$ cat config.mk
export PLATFORM = sky130hd
export DESIGN_NAME = if_fetch_unit
export DESIGN_NICKNAME = d
export VERILOG_FILES = /design/src/rtl/if_pkg.sv /design/src/rtl/if_fetch_unit_hold_buf.sv /design/src/rtl/if_fetch_unit.sv
export SDC_FILE = /design/constraint.sdc
export NUM_CORES = 1
export LEC_CHECK = 0
export ABC_AREA = 1
export BUFFER_PORTS_ARGS = -buffer_cell sky130_fd_sc_hd__buf_2
export CORE_ASPECT_RATIO = 1.1
export CORE_MARGIN = 2
export CORE_UTILIZATION = 54
export CTS_CLUSTER_SIZE = 25
export DETAILED_ROUTE_END_ITERATION = 7
export PLACE_DENSITY = 0.94
export SETUP_SLACK_MARGIN = 0.3
export SLEW_MARGIN = 20
export SYNTH_ARGS = -nofsm -noshare
export SYNTH_HDL_FRONTEND = slang
export SYNTH_SLANG_ARGS = --single-unit
$ cat constraint.sdc
create_clock -name clk -period 6.4 [get_ports clk]
set_input_delay 0.32 -clock clk [delete_from_list [all_inputs] [get_ports clk]]
set_output_delay 0.32 -clock clk [all_outputs]
set_load 0.02 [all_outputs]
$ cat src/rtl/if_pkg.sv
// Shared types and widths for the instruction-fetch stage.
package if_pkg;

    localparam int PC_W    = 64;
    localparam int INSTR_W = 32;

    typedef enum logic [1:0] {
        IDLE = 2'd0,
        REQ  = 2'd1,
        WAIT = 2'd2,
        HOLD = 2'd3
    } fetch_state_t;

    typedef struct packed {
        logic [PC_W-1:0]    pc;
        logic [INSTR_W-1:0] instr;
    } fetch_pkt_t;

endpackage

$ cat src/rtl/if_fetch_unit_hold_buf.sv
// One-entry holding buffer for a fetched {pc, instr} pair while decode is stalled.
// Clear wins over load if both are asserted in the same cycle.
module if_hold_buf
    import if_pkg::*;
(
    input  logic       clk,
    input  logic       reset,
    input  logic       load_i,
    input  logic       clear_i,
    input  fetch_pkt_t pkt_i,
    output fetch_pkt_t pkt_o,
    output logic       valid_o
);

    fetch_pkt_t pkt_q;
    logic       valid_q;

    // Entry storage: capture on load, invalidate on clear.
    always_ff @(posedge clk or posedge reset) begin
        if (reset) begin
            pkt_q   <= '0;
            valid_q <= 1'b0;
        end else if (clear_i) begin
            valid_q <= 1'b0;
        end else if (load_i) begin
            pkt_q   <= pkt_i;
            valid_q <= 1'b1;
        end
    end

    assign pkt_o   = pkt_q;
    assign valid_o = valid_q;

endmodule

$ cat src/rtl/if_fetch_unit.sv
// Instruction-fetch stage: owns the PC, issues one outstanding imem request at a
// time, and drives the producer side of the IF/ID register.
//
// state | meaning
// IDLE  | one cycle after reset release
// REQ   | request valid on imem, waiting for ready
// WAIT  | request accepted, waiting for response (drop_q = discard it)
// HOLD  | fetched instruction parked in the buffer while decode stalls
//
// Optional build macro IF_PERF_CNT_EN adds perf_fetched / perf_bubbles counters.
module if_fetch_unit
    import if_pkg::*;
#(
    parameter logic [PC_W-1:0] RESET_PC = 64'h0,
    parameter int unsigned     PC_STEP  = 4
) (
    input  logic               clk,
    input  logic               reset,
    input  logic               stall,
    input  logic               branch_taken,
    input  logic [PC_W-1:0]    branch_target,
    output logic               imem_req_valid,
    input  logic               imem_req_ready,
    output logic [PC_W-1:0]    imem_req_addr,
    input  logic               imem_rsp_valid,
    input  logic [INSTR_W-1:0] imem_rsp_data,
    output logic [PC_W-1:0]    if_pc,
    output logic [INSTR_W-1:0] if_instr,
    output logic               ifid_write,
    output logic               ifid_flush
`ifdef IF_PERF_CNT_EN
    ,
    output logic [63:0]        perf_fetched,
    output logic [63:0]        perf_bubbles
`endif
);

    fetch_state_t    state_q, state_d;
    logic [PC_W-1:0] pc_q, pc_d;
    logic            drop_q, drop_d;
    logic            hs;
    logic            buf_load, buf_clear, buf_valid;
    logic            present_rsp, present_buf, bubble;
    fetch_pkt_t      buf_pkt;

    // pc_q always equals the address of the current/outstanding request.
    assign hs             = (state_q == REQ) && imem_req_ready;
    assign imem_req_valid = (state_q == REQ);
    assign imem_req_addr  = pc_q;

    // State, PC and drop flag registers.
    always_ff @(posedge clk or posedge reset) begin
        if (reset) begin
            state_q <= IDLE;
            pc_q    <= RESET_PC;
            drop_q  <= 1'b0;
        end else begin
            state_q <= state_d;
            pc_q    <= pc_d;
            drop_q  <= drop_d;
        end
    end

    // Next-state logic; a redirect overrides stall and any response.
    always_comb begin
        state_d     = state_q;
        pc_d        = pc_q;
        drop_d      = drop_q;
        buf_load    = 1'b0;
        buf_clear   = 1'b0;
        present_rsp = 1'b0;
        present_buf = 1'b0;
        bubble      = 1'b0;
        if (branch_taken) begin
            pc_d      = branch_target;
            buf_clear = 1'b1;
            case (state_q)
                REQ: begin
                    if (hs) begin
                        drop_d  = 1'b1;
                        state_d = WAIT;
                    end
                end
                WAIT: begin
                    if (imem_rsp_valid) begin
                        drop_d  = 1'b0;
                        state_d = REQ;
                    end else begin
                        drop_d  = 1'b1;
                    end
                end
                default: begin
                    drop_d  = 1'b0;
                    state_d = REQ;
                end
            endcase
        end else begin
            case (state_q)
                IDLE: begin
                    state_d = REQ;
                    bubble  = !stall;
                end
                REQ: begin
                    if (hs) state_d = WAIT;
                    bubble = !stall;
                end
                WAIT: begin
                    if (imem_rsp_valid && drop_q) begin
                        drop_d  = 1'b0;
                        state_d = REQ;
                        bubble  = !stall;
                    end else if (imem_rsp_valid && !stall) begin
                        present_rsp = 1'b1;
                        pc_d        = pc_q + PC_W'(PC_STEP);
                        state_d     = REQ;
                    end else if (imem_rsp_valid) begin
                        buf_load = 1'b1;
                        pc_d     = pc_q + PC_W'(PC_STEP);
                        state_d  = HOLD;
                    end else begin
                        bubble = !stall;
                    end
                end
                HOLD: begin
                    if (!stall) begin
                        present_buf = buf_valid;
                        bubble      = !buf_valid;
                        buf_clear   = 1'b1;
                        state_d     = REQ;
                    end
                end
                default: state_d = IDLE;
            endcase
        end
    end

    // IF/ID payload: live response, parked buffer entry, or zeros.
    always_comb begin
        if_pc    = '0;
        if_instr = '0;
        if (present_rsp) begin
            if_pc    = pc_q;
            if_instr = imem_rsp_data;
        end else if (present_buf) begin
            if_pc    = buf_pkt.pc;
            if_instr = buf_pkt.instr;
        end
    end

    assign ifid_write = present_rsp | present_buf;
    assign ifid_flush = reset | branch_taken | bubble;

    if_hold_buf u_hold_buf (
        .clk     (clk),
        .reset   (reset),
        .load_i  (buf_load),
        .clear_i (buf_clear),
        .pkt_i   ('{pc: pc_q, instr: imem_rsp_data}),
        .pkt_o   (buf_pkt),
        .valid_o (buf_valid)
    );

`ifdef IF_PERF_CNT_EN
    logic [63:0] fetched_q, bubbles_q;

    // Event counters; redirect flushes are not counted as bubbles.
    always_ff @(posedge clk or posedge reset) begin
        if (reset) begin
            fetched_q <= '0;
            bubbles_q <= '0;
        end else begin
            if (ifid_write) fetched_q <= fetched_q + 64'd1;
            if (bubble)     bubbles_q <= bubbles_q + 64'd1;
        end
    end

    assign perf_fetched = fetched_q;
    assign perf_bubbles = bubbles_q;
`endif

endmodule

# ---- Word-level counts from Yosys, hierarchy flattened
# Index checks and enable logic that the tools add are counted.
dict set report op_classes {
  n_addsub 1
  n_eq_ne 8
  muxes 47
  n_bitwise 4
  reduce_logical 15
}
# operator count
set ops {}
lappend ops {{64-bit 2-to-1 mux} 7}
lappend ops {{64-bit by 3-bit adder with 64-bit output (second input constant)} 1}
lappend ops {{32-bit 2-to-1 mux} 2}
lappend ops {{1-bit 2-to-1 mux} 27}
lappend ops {{2-bit 2-to-1 mux} 7}
lappend ops {{3-bit AND reduction} 3}
lappend ops {{2-bit one-hot mux with 4 select lines} 1}
lappend ops {{3-bit != test (second input constant)} 2}
lappend ops {{2-bit nonzero test} 3}
lappend ops {{2-bit == test (second input constant)} 2}
lappend ops {{4-bit != test (second input constant)} 1}
lappend ops {{2-bit one-hot mux with 2 select lines} 1}
lappend ops {{1-bit logical AND} 3}
lappend ops {{3-bit by 2-bit != test with 1-bit output (second input constant)} 1}
lappend ops {{1-bit bitwise OR} 3}
lappend ops {{1-bit one-hot mux with 3 select lines} 1}
lappend ops {{3-bit nonzero test} 1}
lappend ops {{2-bit by 1-bit == test with 1-bit output (second input constant)} 1}
lappend ops {{1-bit logical NOT} 2}
lappend ops {{2-bit logical NOT} 1}
lappend ops {{2-bit != test (second input constant)} 1}
lappend ops {{1-bit one-hot mux with 2 select lines} 1}
lappend ops {{2-bit AND reduction} 1}
lappend ops {{2-bit OR reduction} 1}
lappend ops {{1-bit inverter} 1}
dict set report totals {
  reg_bits 164
  input_bits 102
  out_inout_bits 163
  word_cells 81
}

# ---- Longest topological paths before layout
# Gate-level depths: netlist of the first run.
dict set report depth {
  ltp_word 8
  mapped_depth 11
  ltp_nobuf 11
}

# ---- By module
# A second synthesis of the first run with hierarchy kept.
dict set report hier_totals {
  cells_unflattened 1516
  area_unflattened_um2 10418.7
}
# module instances cells_each area_each_um2 seq_area_each_um2
set by_module_without_submodules {}
lappend by_module_without_submodules {if_fetch_unit 1 1095 6565.0 1676.6}
lappend by_module_without_submodules {if_hold_buf 1 421 3853.7 2427.3}

# ---- Worst setup path before layout of the first run
# OpenSTA, ideal clock, no wires.
dict set report synth_path {
  kind {in2out}
  startpoint {input port reset}
  endpoint {output port ifid_flush}
  t_arrival_ns 4.804
  slack_ns 1.276
  cell_stages 2
  n_path_buf 0
  path_cell_list {inv_1 > o2111ai_1}
}
dict set report synth_between {
  elab_chain_cells 2
}
# item line_no
set synth_lines {}
lappend synth_lines {{start, declared} if_fetch_unit.sv:18} ;# input logic reset,
lappend synth_lines {{1-bit bitwise OR (2 in a row)} if_fetch_unit.sv:151} ;# assign ifid_flush = reset | branch_taken | bubble;
lappend synth_lines {{end, declared} if_fetch_unit.sv:30} ;# output logic ifid_flush
# No other way between the ends.

# ---- Final worst setup path of the first run
dict set report layout_path {
  startpoint {input port branch_taken}
  endpoint {output port if_pc[33]}
}
dict set report layout_between {
  elab_chain_cells 3
}
# item line_no
set layout_lines {}
lappend layout_lines {{start, declared} if_fetch_unit.sv:20} ;# input logic branch_taken,
lappend layout_lines {{1-bit 2-to-1 mux} if_fetch_unit.sv:74} ;# if (branch_taken) begin
lappend layout_lines {{64-bit 2-to-1 mux} if_fetch_unit.sv:144} ;# end else if (present_buf) begin
lappend layout_lines {{64-bit 2-to-1 mux *} if_fetch_unit.sv:141} ;# if (present_rsp) begin
lappend layout_lines {{end, declared} if_fetch_unit.sv:27} ;# output logic [PC_W-1:0] if_pc,
# Mark *: on every way between the ends. The rest lies on a longest branch, timed or not.

==> results.sh, run 1 <==
export IMPL_cts_made_buffers=17
export IMPL_synth_nets=1530
export IMPL_post_route_cell_area_um2=11900
export IMPL_synth_distinct_cells=40
export IMPL_hold_start="branch_target[15]"
export IMPL_dp_hpwl_mm=24.1
export IMPL_async_flop_share_pct=100
export IMPL_synth_cells=1424
export IMPL_slew_headroom_pct=26.9
export IMPL_crit_fanout=74
export IMPL_ys_seq_area_share_pct=41.4
export IMPL_grt_usage_pct=34.3
export IMPL_synthTopCellsByCount="nand2_1 (368), nand3_1 (188), o21ai_0 (165)"
export IMPL_worstRegToRegCells=7
export IMPL_ys_ff_latch=164
export IMPL_worstPathRequired_ns=6.08
export IMPL_dieArea_um2=19500
export IMPL_wirelength_mm=33.4
export IMPL_final_antenna_net_count=0
export IMPL_power_leakage_nw=6.07
export IMPL_seqPwrFrac_pct=45.3
export IMPL_io_pins=265
export IMPL_cts_tree="yes"
export IMPL_fp_dieH_um=146
export IMPL_synth_top_area_share_pct=41.4
export IMPL_yosys_warnings=0
export IMPL_clock_skew_ns=0.0101
export IMPL_numPortBuffers=264
export IMPL_grt_overflow_total=0
export IMPL_grt_pass1_wl_mm=52.9
export IMPL_worstSetupPathType="primary input to output port"
export IMPL_synth_main_ff_cell="dfrtp_1"
export IMPL_clock_fmax_ghz=0.261
export IMPL_cts_root_buf="clkbuf_16"
export IMPL_maxCapViolCount=0
export IMPL_vias=10931
export IMPL_final_hold_viol_count=0
export IMPL_status="finished clean"
export IMPL_grt_pass1_vias=10164
export IMPL_cts_sinks=164
export IMPL_whs_endpoint="imem_req_addr[15]"
export IMPL_synth_area_top_cells="dfrtp_1 (41%), nand2_1 (14%), nand3_1 (9.5%)"
export IMPL_clk_pin_slew_ns=0.06
export IMPL_cts_htree_levels=4
export IMPL_holdPathStages=3
export IMPL_fp_dieW_um=133
export IMPL_vdd_drop_max_mv=0.216
export IMPL_finalCriticalPeriod_ns=3.84
export IMPL_rr_startpoint="state_q[0]"
export IMPL_dpl_cell_area_um2=11300
export IMPL_firstDrtPassIters=6
export IMPL_rsz0062_at_grt="false"
export IMPL_hp_class="primary input to flop"
export IMPL_cp_start_kind="primary input"
export IMPL_start_util_pct=55.5
export IMPL_yosysMostFrequentCell="nand2_1"
export IMPL_cts_resized=0
export IMPL_critPathCaptureType="output port"
export IMPL_power_density_nw_per_um2=297
export IMPL_place_gp_congestion=0.981
export IMPL_grt_max_degree=115
export IMPL_antenna_found_initial=2
export IMPL_drc_errors=0
export IMPL_synth_edf_count=0
export IMPL_dr_first_iter_drc_count=1044
export IMPL_clk_path_buf_depth=2
export IMPL_finalSetupTns_ns=0
export IMPL_drive_gt1_share_pct=21.2
export IMPL_worstPathArrival_ns=3.52
export IMPL_p_int_w=0.00228
export IMPL_power_w=0.00354
export IMPL_core_um2=17900
export IMPL_via_per_inst=5.76
export IMPL_power_switching_w=0.00126
export IMPL_dp_slack_ns=2.48
export IMPL_wire_per_inst_um=17.6
export IMPL_clk_latency_ns=0.44
export IMPL_r2r_setup_slack_ns=2.97
export IMPL_slew_viol_final=0
export IMPL_yosysTopAreaCell="dfrtp_1"
export IMPL_avgSynthCellArea_um2=6.96
export IMPL_worst_pin_slew_ns=1.10
export IMPL_setup_viol=0
export IMPL_finalWorstSetupSlack_ns=2.56
export IMPL_fin_nets=1751
export IMPL_switching_share_pct=35.5
export IMPL_rows=51
export IMPL_r2r_end="u_hold_buf.pkt_o[66]"
export IMPL_synth_area_um2=9910
export IMPL_power_frac_comb_pct=24.2
export IMPL_fin_crit_sh_pct=59.9
export IMPL_syn2layout_area_growth_pct=20.3
export IMPL_clkPwrFrac_pct=30.5
[logic make-up after synthesis]
| family | after synthesis | synth area share (%) |
|---|---|---|
| adder cells (fa/ha/maj) | 4 | 0.505 |
| AND/OR/NAND/NOR | 739 | 32.7 |
| buffers and inverters | 229 | 9.54 |
| XOR/XNOR | 11 | 0.972 |
| AO/OA/AOI/OAI | 277 | 14.9 |
| flip-flops | 164 | 41.4 |
[routing by layer]
layer	track usage (%)	part of all wire (%)	vias up
li1	-	-	5084
met1	44.3	39	5008
met2	55.4	46	687
met3	6.15	9.2	152
met4	17.7	5.6	0
met5	0	0	-
[power groups by stage]
stage	clock network, W	registers [W]	logic, W
after global routing	0.00113	0.00164	0.000966
after detailed placement	0	0.00161	0.000843
final	0.00108	0.00160	0.000858
after global placement	0	0.00159	0.000804
after floorplan	0	0.00161	0.000514
after CTS	0.00109	0.00159	0.000851
[through the flow]
step                std cells  hold WS (ns)  util, %
floorplan                1424         0.436        -
global placement         1862         0.343     63.1
detailed placement       1862         0.347     63.1
CTS                      1895        0.0853     66.6
global route             1898         0.110     66.7
finish                   1898        0.0986     66.7
[what timing repair did]
| item | 4_1_cts | 5_1_grt |
|---|---|---|
| setup endpoints to repair | 0 | 0 |
| hold endpoints to repair | 40 | 0 |
| buffers inserted | 0 | 0 |
| hold buffers | 1 | 0 |
[worst max path at each step]
stage	startpoint	slack [ns]	end
after floorplan	reset	1.28	ifid_flush
after global placement	branch_taken	2.62	if_pc[41]
after detailed placement	branch_taken	2.48	if_pc[36]
after CTS	branch_taken	2.48	if_pc[36]
after global routing	branch_taken	2.31	if_pc[33]
final	branch_taken	2.56	if_pc[33]
[cell type report]
class,count,area (um^2)
tap,238,298
multi-input combinational,1031,4890
inverter,157,594
clock inverter,10,145
sequential,164,4100
antenna,2,5.00
clock buffer,22,474
fill,1452,5950
timing repair buffer,274,1410
[state kept, by name, indices dropped and copies added (netlist names)]
register / cells
state_q: 2
drop_q: 1
u_hold_buf.valid_o: 1
u_hold_buf.pkt_o: 96
imem_req_addr: 64
[cell usage in the layout (no fill, tap or decap), types with 3 or more instances in the layout]
cell       Yosys  final
xor2_1        11     11
o211ai_1      13     13
a21oi_1       17     17
clkbuf_8       0      3
buf_4          7      8
inv_6          0      4
nor2_2        13     13
nand3_1      188    187
nand2_2       10     10
o21ai_0      165    165
bufinv_16      0      3
nand4_1       12     12
o21bai_1       3      3
dfrtp_1      164    164
nand2_1      368    367
nor2_1       124    124
nand2_4        2      3
ha_1           4      4
a32oi_1        3      3
buf_2         42    264
and2_1         3      3
o221ai_1       4      4
o22ai_1        3      3
o21ai_1       63     63
nor2_4         9      9
inv_2          6      6
inv_1        151    150
clkbuf_16      0     17
[worst max-delay path: stages]
cell	delay [ns]
buf_2	0.09
buf_4	0.33
inv_2	0.10
buf_4	0.50
nand2_1	0.16
nor2_1	0.24
nand3_4	0.59
buf_12	0.43
buf_4	0.25
nand3_1	0.10
o21ai_0	0.10
buf_2	0.17
Power figures use the tool's default switching activity.
==> inputs of run 2 (changes only) <==
==> constraint.sdc (replaced) <==
create_clock -name clk -period 3.53 [get_ports clk]
set_input_delay 0.1765 -clock clk [delete_from_list [all_inputs] [get_ports clk]]
set_output_delay 0.1765 -clock clk [all_outputs]
set_load 0.02 [all_outputs]
==> results.sh, run 2 (synthesis results as in run 1) <==
export IMPL_status="finished, violations left"
export IMPL_violations="DRC, hold timing"
export IMPL_clk_pin_slew_ns=0.07
export IMPL_vdd_drop_max_mv=0.368
export IMPL_dr_first_iter_drc_count=1361
export IMPL_rsz0062_at_grt="false"
export IMPL_clock_fmax_ghz=0.332
export IMPL_grt_pass1_vias=10596
export IMPL_fin_nets=1798
export IMPL_maxCapViolCount=0
export IMPL_cp_start_kind="flop"
export IMPL_worst_pin_slew_ns=0.772
export IMPL_clkPwrFrac_pct=31.2
export IMPL_rows=51
export IMPL_clk_path_buf_depth=2
export IMPL_cts_made_buffers=17
export IMPL_numPortBuffers=264
export IMPL_core_um2=17900
export IMPL_antenna_found_initial=0
export IMPL_cp_slowest_cell="dfrtp_1"
export IMPL_setup_viol=0
export IMPL_place_gp_congestion=1.01
export IMPL_hold_slack_ns=-0.00777
export IMPL_fp_dieH_um=146
export IMPL_final_hold_viol_count=7
export IMPL_crit_fanout=110
export IMPL_cts_tree="yes"
export IMPL_grt_usage_pct=37.2
export IMPL_grt_max_degree=126
export IMPL_hp_class="primary input to asynchronous set/reset pin"
export IMPL_cts_sinks=164
export IMPL_vias=11601
export IMPL_worstPathArrival_ns=2.83
export IMPL_dp_hpwl_mm=24.2
export IMPL_fp_dieW_um=133
export IMPL_critPathCaptureType="output port"
export IMPL_antenna_diode_count=0
export IMPL_grt_pass1_wl_mm=57.0
export IMPL_finalSetupTns_ns=0
export IMPL_drive_gt1_share_pct=21.1
export IMPL_power_frac_comb_pct=24.7
export IMPL_io_pins=265
export IMPL_cts_root_buf="clkbuf_16"
export IMPL_slew_headroom_pct=48.6
export IMPL_clock_skew_ns=0.0106
export IMPL_switching_share_pct=36.1
export IMPL_final_cell_mix="nand2_1 (367), buf_2 (264), nand3_1 (187), o21ai_0 (165), dfrtp_1 (164)"
export IMPL_firstDrtPassIters=8
export IMPL_final_core_util_pct=69.6
export IMPL_grt_overflow_total=0
export IMPL_start_util_pct=55.5
export IMPL_finalCriticalPeriod_ns=3.01
export IMPL_drc_errors=4
export IMPL_power_w=0.00659
export IMPL_via_per_inst=5.97
export IMPL_path_cells="inv_1 -> ha_1 -> inv_1 -> nor2_2 -> nand3_4 -> buf_12 -> o21ai_0 -> buf_2"
export IMPL_syn2layout_area_growth_pct=25.4
export IMPL_cpPeakStageDelay_ns=0.40
export IMPL_cts_setup_buffers=0
export IMPL_wirelength_mm=36.9
export IMPL_seqPwrFrac_pct=44.2
export IMPL_power_density_nw_per_um2=530
export IMPL_final_common_cell="nand2_1"
export IMPL_power_leakage_nw=6.28
export IMPL_largest_register_ff_count=96
export IMPL_dieArea_um2=19500
export IMPL_slew_viol_final=0
export IMPL_power_switching_w=0.00238
export IMPL_clk_latency_ns=0.44
export IMPL_final_antenna_net_count=0
export IMPL_critPathMostFrequentCell="inv_1"
export IMPL_worstSetupPathType="flop to output port"
export IMPL_worstPathRequired_ns=3.35
export IMPL_cts_htree_levels=4
export IMPL_fin_crit_sh_pct=85.3
export IMPL_wire_per_inst_um=19.0
export IMPL_p_int_w=0.00421
==> run 2: critical path, delay by kind of cell (launching register included) <==
family | cells | cell delay (ns)
flip-flops | 1 | 0.40
AND/OR/NAND/NOR | 2 | 0.68
AO/OA/AOI/OAI | 1 | 0.26
adder cells (fa/ha/maj) | 1 | 0.25
buffers and inverters | 4 | 0.77
==> run 2: path summary, 6_finish.rpt <==
| path | startpoint | to | slack (ns) | cells past startpoint |
|---|---|---|---|---|
| max reg2reg | state_q[0] | imem_req_addr[40] | 0.81 | 8 |
| min in group clk | imem_rsp_data[30] | u_hold_buf.pkt_o[30] | 0.01 | 3 |
| max in group asynchronous | reset | u_hold_buf.pkt_o[77] | 2.89 | 3 |
| min | reset | u_hold_buf.pkt_o[45] | -0.008 | 3 |
| max | state_q[0] | if_instr[29] | 0.52 | 8 |
| min reg2reg | u_hold_buf.pkt_o[30] | u_hold_buf.pkt_o[30] | 0.49 | 2 |
==> run 2: what timing repair did <==
action                                 4_1_cts  5_1_grt
setup endpoints to repair                    0       12
endpoints found under the hold margin       43        0
hold buffers                                43        0
resized for setup                            0        1
==> run 2: metrics by stage <==
| stage | setup slack (ns) | instances | area (um^2) |
|---|---|---|---|
| final | 0.520 | 1942 | 12400 |
| after floorplan | 0.106 | 1424 | 9920 |
| after CTS | 0.445 | 1940 | 12400 |
| after global routing | 0.407 | 1942 | 12400 |
| after detailed placement | 0.921 | 1866 | 11300 |
| after global placement | 1.01 | 1866 | 11300 |
==> run 2: layout make-up <==
cell class	instances	area [um^2]
clock inverters	13	198
flip-flops and latches	164	4100
clock buffers	18	439
inverters	157	593
fillers	1398	5430
well taps	238	298
repair buffers	319	1890
multi-input cells	1033	4910
==> run 2: metal layers <==
layer	track usage, %	vias up	share of wire, %
li1	-	5183	-
met1	47.5	5295	37
met2	57.9	897	46
met3	8.78	226	11
met4	21.4	0	6.1
met5	0	-	0
==> run 2: power groups by stage <==
stage          sequential [W]  combinational (W)  clock, W
4_1_cts               0.00288            0.00157   0.00206
3_3_place_gp          0.00288            0.00145         0
2_1_floorplan         0.00291           0.000933         0
6_report              0.00291            0.00163   0.00206
5_1_grt               0.00297            0.00181   0.00215
3_5_place_dp          0.00291            0.00152         0
==> inputs of run 3 (changes only) <==
==> constraint.sdc (replaced) <==
create_clock -name clk -period 3.53 [get_ports clk]
set_input_delay 0 -clock clk [delete_from_list [all_inputs] [get_ports clk]]
set_output_delay 0 -clock clk [all_outputs]
set_load 0.02 [all_outputs]
==> results.sh, run 3 (synthesis results as in run 1) <==
export IMPL_start_util_pct=55.5
export IMPL_maxCapViolCount=0
export IMPL_antenna_found_initial=0
export IMPL_final_hold_viol_count=0
export IMPL_worst_pin_slew_ns=0.744
export IMPL_cts_resized=0
export IMPL_setup_viol=0
export IMPL_worstPathRequired_ns=3.53
export IMPL_hp_class="primary input to flop"
export IMPL_power_density_nw_per_um2=508
export IMPL_final_antenna_net_count=0
export IMPL_fp_dieH_um=146
export IMPL_drive_gt1_share_pct=20.4
export IMPL_fin_crit_sh_pct=84.2
export IMPL_grt_pass1_vias=11196
export IMPL_crit_fanout=55
export IMPL_clock_fmax_ghz=0.337
export IMPL_worstSetupPathType="flop to output port"
export IMPL_cp_start_kind="flop"
export IMPL_cts_made_buffers=17
export IMPL_fp_dieW_um=133
export IMPL_final_common_cell="nand2_1"
export IMPL_rows=51
export IMPL_clk_path_buf_depth=2
export IMPL_dr_first_iter_drc_count=1283
export IMPL_dp_hpwl_mm=24.5
export IMPL_grt_usage_pct=38.6
export IMPL_final_cell_count_no_fill=2000
export IMPL_power_leakage_nw=6.53
export IMPL_grt_overflow_total=0
export IMPL_drc_errors=0
export IMPL_firstDrtPassIters=7
export IMPL_vias=11698
export IMPL_r2r_setup_slack_ns=0.86
export IMPL_grt_max_degree=137
export IMPL_clk_pin_slew_ns=0.07
export IMPL_clk_latency_ns=0.44
export IMPL_via_per_inst=5.85
export IMPL_crit_path_start="state_q[0]"
export IMPL_fin_nets=1855
export IMPL_cts_root_buf="clkbuf_16"
export IMPL_r2r_end="u_hold_buf.pkt_o[10]"
export IMPL_dieArea_um2=19500
export IMPL_worstPathArrival_ns=2.97
export IMPL_grt_pass1_wl_mm=59.3
export IMPL_slew_viol_final=0
export IMPL_numPortBuffers=264
export IMPL_wire_per_inst_um=18.7
export IMPL_wirelength_mm=37.5
export IMPL_final_cell_mix="nand2_1 (367), buf_2 (264), nand3_1 (187), o21ai_0 (165), dfrtp_1 (164)"
export IMPL_antenna_diode_count=0
export IMPL_dp_cells=1870
export IMPL_cts_tree="yes"
export IMPL_cts_htree_levels=4
export IMPL_slew_headroom_pct=50.4
export IMPL_clock_skew_ns=0.0132
export IMPL_worstRegToRegCells=7
export IMPL_crit_end="if_instr[2]"
export IMPL_core_um2=17900
export IMPL_critPathCaptureType="output port"
export IMPL_largest_register_ff_count=96
export IMPL_finalSetupTns_ns=0
export IMPL_rsz0062_at_grt="false"
export IMPL_cts_sinks=164
export IMPL_status="finished clean"
export IMPL_rr_startpoint="state_q[0]"
export IMPL_syn2layout_area_growth_pct=31.1
export IMPL_io_pins=265
export IMPL_vdd_drop_max_mv=0.398
export IMPL_place_gp_congestion=0.991
export IMPL_finalCriticalPeriod_ns=2.97
run 3: cell types whose count changed in the layout (fill, tap and decap cells not counted), sizes merged:
cell         change
buf              +4
bufinv           -1
clkinv           +4
clkinvlp         -2
dlygate4sd3     +55
nand3            -2
run 3: where the power goes:
part           internal (W)  switching [W]
Sequential          0.00244       0.000485
Clock               0.00114       0.000866
Combinational      0.000606        0.00107
Total               0.00418        0.00242
run 3: critical path, cell delays in order (launching register included):
cell	delay (ns)
dfrtp_1	0.41
inv_1	0.10
ha_1	0.25
inv_1	0.09
nor2_1	0.23
nand3_4	0.49
buf_12	0.40
o21ai_0	0.29
buf_2	0.23
run 3: worst min path at each step:
stage / from / endpoint / slack (ns) / cells past startpoint
detailed placement: branch_target[15] / imem_req_addr[15] / 0.23 / 3
global route: imem_rsp_valid / drop_q / 0.07 / 4
global placement: branch_target[0] / imem_req_addr[0] / 0.21 / 3
finish: imem_rsp_valid / drop_q / 0.01 / 4
floorplan: branch_target[14] / imem_req_addr[14] / 0.12 / 2
CTS: imem_rsp_valid / drop_q / 0.005 / 4
run 3: what timing repair did:
item                      4_1_cts  5_1_grt
buffers inserted                0        0
hold endpoints to repair      262        0
hold buffers                   98        0
run 3: layout make-up:
| type | instances | area, um^2 |
|---|---|---|
| Clock inverter | 14 | 199 |
| Inverter | 157 | 593 |
| Clock buffer | 18 | 429 |
| Fill cell | 1314 | 4870 |
| Multi-Input combinational cell | 1031 | 4890 |
| Sequential cell | 164 | 4100 |
| Tap cell | 238 | 298 |
| Timing Repair Buffer | 378 | 2480 |
run 3: through the flow:
stage               utilization, %  hold slack (ns)  instance area, um^2  total power, W  setup slack (ns)
floorplan                        -            0.116                 9920         0.00384             0.329
CTS                           72.7          0.00497                13000         0.00649             0.662
finish                        72.7           0.0140                13000         0.00660             0.559
global placement              63.7            0.207                11400         0.00432              1.11
global route                  72.7           0.0682                13000         0.00692             0.465
detailed placement            63.7            0.226                11400         0.00443              1.00
run 3: routing by layer:
metal	part of all wire, %	GRT usage, %
met5	0	1.01
met4	5.6	20.8
met3	10	8.44
met1	37	46.8
met2	47	64.2
